File: src/rtl/result_pipe.sv
// Back half of the RV32I pipeline: EX/MEM and MEM/WB registers, data-memory
// port, register-bank write port, forwarding sources and load-use stall.
module result_pipe #(
  parameter int unsigned XLEN           = 32,
  parameter bit          LOAD_USE_STALL = 1'b1
) (
  input  logic            clk,
  input  logic            reset,
  input  logic            flush,
  input  logic            ex_valid,
  input  logic [4:0]      ex_rd,
  input  logic            ex_RegWrite,
  input  logic            ex_MemRead,
  input  logic            ex_MemWrite,
  input  logic [XLEN-1:0] ex_result,
  input  logic [XLEN-1:0] ex_store_data,
  input  logic [4:0]      id_rs1,
  input  logic [4:0]      id_rs2,
  output logic            stall,
  output logic [XLEN-1:0] dmem_addr,
  output logic [XLEN-1:0] dmem_wdata,
  output logic            dmem_re,
  output logic            dmem_we,
  input  logic [XLEN-1:0] dmem_rdata,
  output logic [4:0]      EXMEMrd,
  output logic            EXMEM_RegWrite,
  output logic [XLEN-1:0] exmem_data,
  output logic [4:0]      MEMWBrd,
  output logic            MEMWB_RegWrite,
  output logic [XLEN-1:0] memwb_data
);

  logic            exmem_valid;
  logic [4:0]      exmem_rd;
  logic            exmem_RegWrite;
  logic            exmem_MemRead;
  logic            exmem_MemWrite;
  logic [XLEN-1:0] exmem_result;
  logic [XLEN-1:0] exmem_store_data;

  logic [4:0]      memwb_rd;
  logic            memwb_RegWrite;
  logic            memwb_is_load;
  logic [XLEN-1:0] memwb_result;

  logic            capture_valid;

  assign capture_valid = ex_valid & ~flush;

  // Read+write together is normalised to a write at capture, so the read
  // strobe and the load path both see it as a non-load.
  always_ff @(posedge clk) begin
    if (!reset) begin
      exmem_valid      <= 1'b0;
      exmem_rd         <= '0;
      exmem_RegWrite   <= 1'b0;
      exmem_MemRead    <= 1'b0;
      exmem_MemWrite   <= 1'b0;
      exmem_result     <= '0;
      exmem_store_data <= '0;
    end else if (capture_valid) begin
      exmem_valid      <= 1'b1;
      exmem_rd         <= ex_rd;
      exmem_RegWrite   <= ex_RegWrite & (ex_rd != 5'd0);
      exmem_MemRead    <= ex_MemRead & ~ex_MemWrite;
      exmem_MemWrite   <= ex_MemWrite;
      exmem_result     <= ex_result;
      exmem_store_data <= ex_store_data;
    end else begin
      exmem_valid      <= 1'b0;
      exmem_rd         <= '0;
      exmem_RegWrite   <= 1'b0;
      exmem_MemRead    <= 1'b0;
      exmem_MemWrite   <= 1'b0;
    end
  end

  always_ff @(posedge clk) begin
    if (!reset) begin
      memwb_rd       <= '0;
      memwb_RegWrite <= 1'b0;
      memwb_is_load  <= 1'b0;
      memwb_result   <= '0;
    end else begin
      memwb_rd       <= exmem_rd;
      memwb_RegWrite <= exmem_RegWrite;
      memwb_is_load  <= exmem_MemRead;
      memwb_result   <= exmem_result;
    end
  end

  assign dmem_addr  = exmem_result;
  assign dmem_wdata = exmem_store_data;
  assign dmem_re    = exmem_valid & exmem_MemRead;
  assign dmem_we    = exmem_valid & exmem_MemWrite;

  // A load's EX/MEM value is only an address, never a forwardable result.
  assign EXMEMrd        = exmem_rd;
  assign EXMEM_RegWrite = exmem_RegWrite & ~exmem_MemRead;
  assign exmem_data     = exmem_result;

  assign MEMWBrd        = memwb_rd;
  assign MEMWB_RegWrite = memwb_RegWrite;
  assign memwb_data     = memwb_is_load ? dmem_rdata : memwb_result;

  assign stall = LOAD_USE_STALL & ex_valid & ex_MemRead & (ex_rd != 5'd0) &
                 ((ex_rd == id_rs1) | (ex_rd == id_rs2));

endmodule

File: config.mk
export PLATFORM = sky130hd
export DESIGN_NAME = result_pipe
export DESIGN_NICKNAME = d
export VERILOG_FILES = /design/src/rtl/result_pipe.sv
export SDC_FILE = /design/constraint.sdc
export NUM_CORES = 1
export LEC_CHECK = 0
export ABC_AREA = 1
export BUFFER_PORTS_ARGS = -buffer_cell sky130_fd_sc_hd__buf_2
export CORE_AREA = 2 2 100 102
export CTS_BUF_LIST = sky130_fd_sc_hd__clkbuf_2
export DETAILED_ROUTE_END_ITERATION = 16
export DIE_AREA = 0 0 102 104
export PLACE_DENSITY = 0.92
export SLEW_MARGIN = 10
export SYNTH_ARGS = -nofsm -noshare
export SYNTH_HDL_FRONTEND = slang
export SYNTH_SLANG_ARGS = --single-unit
File: constraint.sdc
create_clock -name clk -period 2.6 [get_ports clk]
set_input_delay 0.52 -clock clk [delete_from_list [all_inputs] [get_ports clk]]
set_output_delay 0.52 -clock clk [all_outputs]
set_load 0.01 [all_outputs]
# [Yosys cells after proc, flatten, opt, wreduce, memory -nomap -nowiden]
# Index checks and enable logic that the tools add are counted.
[totals] reg_bits=112 wordCells=30 in_bits=118
[classes] n_bitwise=13 n_eq_ne=2 n_reduce_logical=2 n_mux=2
[ops] op="2-to-1 mux 32 bit" count=1
[ops] op="== test 5 bit" count=2
[ops] op="bitwise AND 1 bit" count=9
[ops] op="nonzero test 5 bit" count=1
[ops] op="inverter 1 bit" count=3
[ops] op="AND reduction 2 bit" count=1
[ops] op="2-to-1 mux 1 bit" count=1
[ops] op="bitwise OR 1 bit" count=1

# [Logic depth before layout (Yosys ltp)]
[logic_depth] depth_word=3 mapped_depth=7 depth_no_buf=6

# [Least setup slack after synthesis]
# OpenSTA, ideal clock, no wires.
[synth_path] path_type="input to output" startpoint="input port ex_rd[3]" endpoint="output port stall" t_arrival_ns=1.047 path_stages=6 path_buffers=0 slack_ns=1.033 cell_sequence="inv_1 nand2_1 nand2_1 nor2_1 nand3_1 a21oi_1"
[synth_between] elab_chain_len=3 word_cells_on_any_way=6 cone_classes="eq/ne: 2; bitwise: 3; reduce/logical: 1"
[synth_rtl] element="from (decl)" line_no="11" source="input logic [4:0] ex_rd,"
[synth_rtl] element="== test 5 bit or nonzero test 5 bit (tied branches)" line_no="107, 106"
[synth_rtl] element="bitwise OR 1 bit or bitwise AND 1 bit (tied branches)" line_no="107, 106"
[synth_rtl] element="bitwise AND 1 bit *" line_no="106" source="assign stall = LOAD_USE_STALL & ex_valid & ex_MemRead & (ex_rd != 5'd0) &"
[synth_rtl] element="to (decl)" line_no="19" source="output logic stall,"
# Every way passes the cells marked *; elsewhere a longest branch is shown, timed or not.

# [Worst setup path in the final report]
[layout_path] startpoint="register memwb_is_load" endpoint="output port memwb_data[2]"
[layout_between] elab_chain_len=1
[layout_rtl] element="from (decl)" line_no="43" source="logic memwb_is_load;"
[layout_rtl] element="from (signal assigned)" line_no="87" source="memwb_is_load <= exmem_MemRead;"
[layout_rtl] element="2-to-1 mux 32 bit" line_no="104" source="assign memwb_data = memwb_is_load ? dmem_rdata : memwb_result;"
[layout_rtl] element="to (decl)" line_no="30" source="output logic [XLEN-1:0] memwb_data"
# No other way between the ends.

==> results.py <==
metrics = {
    "synth": {
        "syn-num-nets": 624,
        "seq_area_frac_synth": 0.491,
        "synth.top_cell.area_share": 0.491,
        "syn-cell-area_sq_um": 4560,
        "synth_cell_types": 25,
        "synth_warnings": 0,
        "ys_ff_latch": 112,
        "ys_top_cells_by_area": "dfxtp_1 (49%), o22ai_2 (7.9%), nor2_1 (6.5%)",
        "syn_area_per_cell_sq_um": 9.02,
        "yosysTopAreaCell": "dfxtp_1",
        "synthCells": 506,
    },
    "place": {
        "hpwl_mm": 8.99,
        "dp_worst_setup_slack_ns": 0.682,
        "port_buffers": 260,
        "gp_congestion": 0.868,
    },
    "worst_setup_path": {
        "worstSetupPathType": "reg -> out",
        "cp_slowest_cell": "dfxtp_1",
        "critPathTopFamily": "buffers and inverters",
        "critPathBufInv": 2,
        "cp_max_fo": 21,
        "critPathArrivalTime_ns": 1.85,
        "slowest_delay_ns": 0.42,
        "path_cells": "buf_4, mux2_1, buf_2",
        "critPathCaptureType": "output port",
        "cp.required_ns": 2.08,
        "start_kind": "flop",
    },
    "drt": {
        "drtPass1Iterations": 4,
        "drc": 0,
        "drt_iter0_markers": 112,
        "wire_per_inst_um": 13.8,
        "vias": 3952,
        "antenna_left": 0,
        "vias_per_cell": 4.57,
        "routed_wl_mm": 11.9,
    },
    "floorplan": {
        "die-area_sq_um": 10600,
        "initial_core_util": 0.478,
        "rows": 36,
        "die_w_um": 102,
        "core_area_sq_um": 9550,
        "die_h_um": 104,
        "ios": 261,
    },
    "power_and_ir_drop": {
        "finalPower_mw": 3.13,
        "ir_worst_vdd_mv": 0.276,
        "p_per_area_nw_per_um2": 543,
        "p_leak_nw": 3.54,
    },
    "global_route": {
        "antenna_found_initial": 1,
        "grt_pass1_vias": 3938,
        "grt_max_degree": 43,
        "grt_remaining_overflow": 0,
        "grt_pass1_wl_mm": 18.7,
        "track_usage": 0.221,
    },
    "clock_tree": {
        "h-tree-depth": 3,
        "clk_latency_ns": 0.54,
        "cts.clk_slew.worst_paths_ns": 0.32,
        "cts_setup_buffers": 0,
        "cts_tree": "done",
        "cts_hold_buf": 0,
        "cts_resized": 0,
        "cts_sinks": 112,
        "clockBufferDepth": 2,
        "cts_made_buffers": 9,
        "clockRootBuffer": "clkbuf_2",
    },
    "outcome": {
        "status": "finished clean",
    },
    "sta": {
        "setup_viol": 0,
        "max_freq_mhz": 423,
        "relSlewSlack": 0.709,
        "finalSetupTns_ns": 0,
        "min_period_ns": 2.37,
        "grt_setup_unrepaired": "false",
        "finClkSkew_ns": 0.0329,
        "hold_viol": 0,
        "worst_slack_ns": 0.234,
        "slew_viol_final": 0,
        "fin_crit_sh": 0.910,
        "tightest_slew_ns": 0.437,
    },
    "layout": {
        "drive_above_1_share": 0.508,
        "areaGrowthSynthToFinish_pct": 26.1,
        "insertedDiodeCount": 0,
        "num-nets-final": 845,
        "fillers": 840,
    },
    "worst_hold_path": {
        "hold_class": "in -> reg",
    },
    "flow_run": {
        "cap_violations": 0,
    },
}
[placed cells by master (no fill, tap or decap), drive strengths merged]
cell | synthesis | routed
buf | 53 | 266
dfxtp | 112 | 112
inv | 89 | 90
nor2 | 80 | 80
nand2 | 63 | 63
o21ai | 33 | 33
o22ai | 32 | 32
mux2 | 32 | 32
clkbuf | 3 | 10
nand3 | 3 | 3
clkinvlp | 0 | 3
xnor2 | 2 | 2
clkinv | 1 | 2
xor2 | 1 | 1
o211ai | 1 | 1
a21oi | 1 | 1
[layer usage]
layer  up-vias  part of all wire  global-route usage  wire [um]
li1       1964                 -                   -          -
met1      1802              0.41               0.249       4850
met2       164              0.51               0.401       6020
met3        20             0.066              0.0511        784
met4         2             0.021              0.0781        248
met5         -            0.0014                   0         17
[final timing paths]
| path | start | to | slack [ns] | depth (start not counted) |
|---|---|---|---|---|
| max reg2reg | dmem_addr[5] | dmem_addr[5] | 1.84 | 4 |
| min reg2reg | exmem_MemRead | memwb_is_load | 0.44 | 2 |
| min | ex_RegWrite | exmem_RegWrite | 0.16 | 3 |
| max | memwb_is_load | memwb_data[2] | 0.23 | 3 |
[logic make-up after synthesis]
| kind of cell | after synthesis | synth area share |
|---|---|---|
| muxes | 32 | 0.0789 |
| AOI/OAI and AO/OA | 67 | 0.123 |
| and+or+nand+nor | 146 | 0.128 |
| DFF | 112 | 0.491 |
| buffers and inverters | 146 | 0.174 |
| xor gates and xnor gates | 3 | 0.00576 |
[through the flow]
step	util	cells	hold slack, ns	cell area, sq um
2_1_floorplan	-	506	0.407	4560
3_3_place_gp	0.593	849	0.411	5660
3_5_place_dp	0.593	849	0.432	5660
4_1_cts	0.603	864	0.107	5760
5_1_grt	0.603	864	0.0709	5760
6_report	0.603	864	0.161	5760
[power by group]
| part | total [mW] | internal, mW | switching (mW) |
|---|---|---|---|
| registers | 1.88 | 1.82 | 0.0556 |
| logic | 0.551 | 0.247 | 0.304 |
| clock network | 0.697 | 0.132 | 0.565 |
| total | 3.13 | 2.20 | 0.925 |
[sequential cells by signal, indices dropped and copies added (netlist names)]
name	flops
memwb_is_load	1
memwb_result	32
exmem_RegWrite	1
exmem_valid	1
dmem_addr	32
dmem_wdata	32
EXMEMrd	5
MEMWB_RegWrite	1
exmem_MemRead	1
MEMWBrd	5
exmem_MemWrite	1
[worst min-delay path, stage by stage]
cell,delay [ns]
buf_2,0.09
o21ai_0,0.06
nor2_1,0.05
[Yosys cell counts, drive strengths merged]
library cell	instances
clkbuf	3
o211ai	1
a21oi	1
xor2	1
clkinv	1
buf	53
nand3	3
xnor2	2
dfxtp	112
o22ai	32
nand2	63
inv	89
mux2	32
nor2	80
o21ai	33
[area by class of cell]
type | instances | area [sq um] | area share
multi-input combinational | 248 | 1530 | 0.266
sequential | 112 | 2240 | 0.390
tap | 133 | 166 | 0.0289
inverter | 90 | 353 | 0.0613
timing repair buffer | 266 | 1370 | 0.238
clock inverter | 5 | 42.5 | 0.00739
clock buffer | 10 | 50.0 | 0.00870
(Power assumes the default switching activity.)
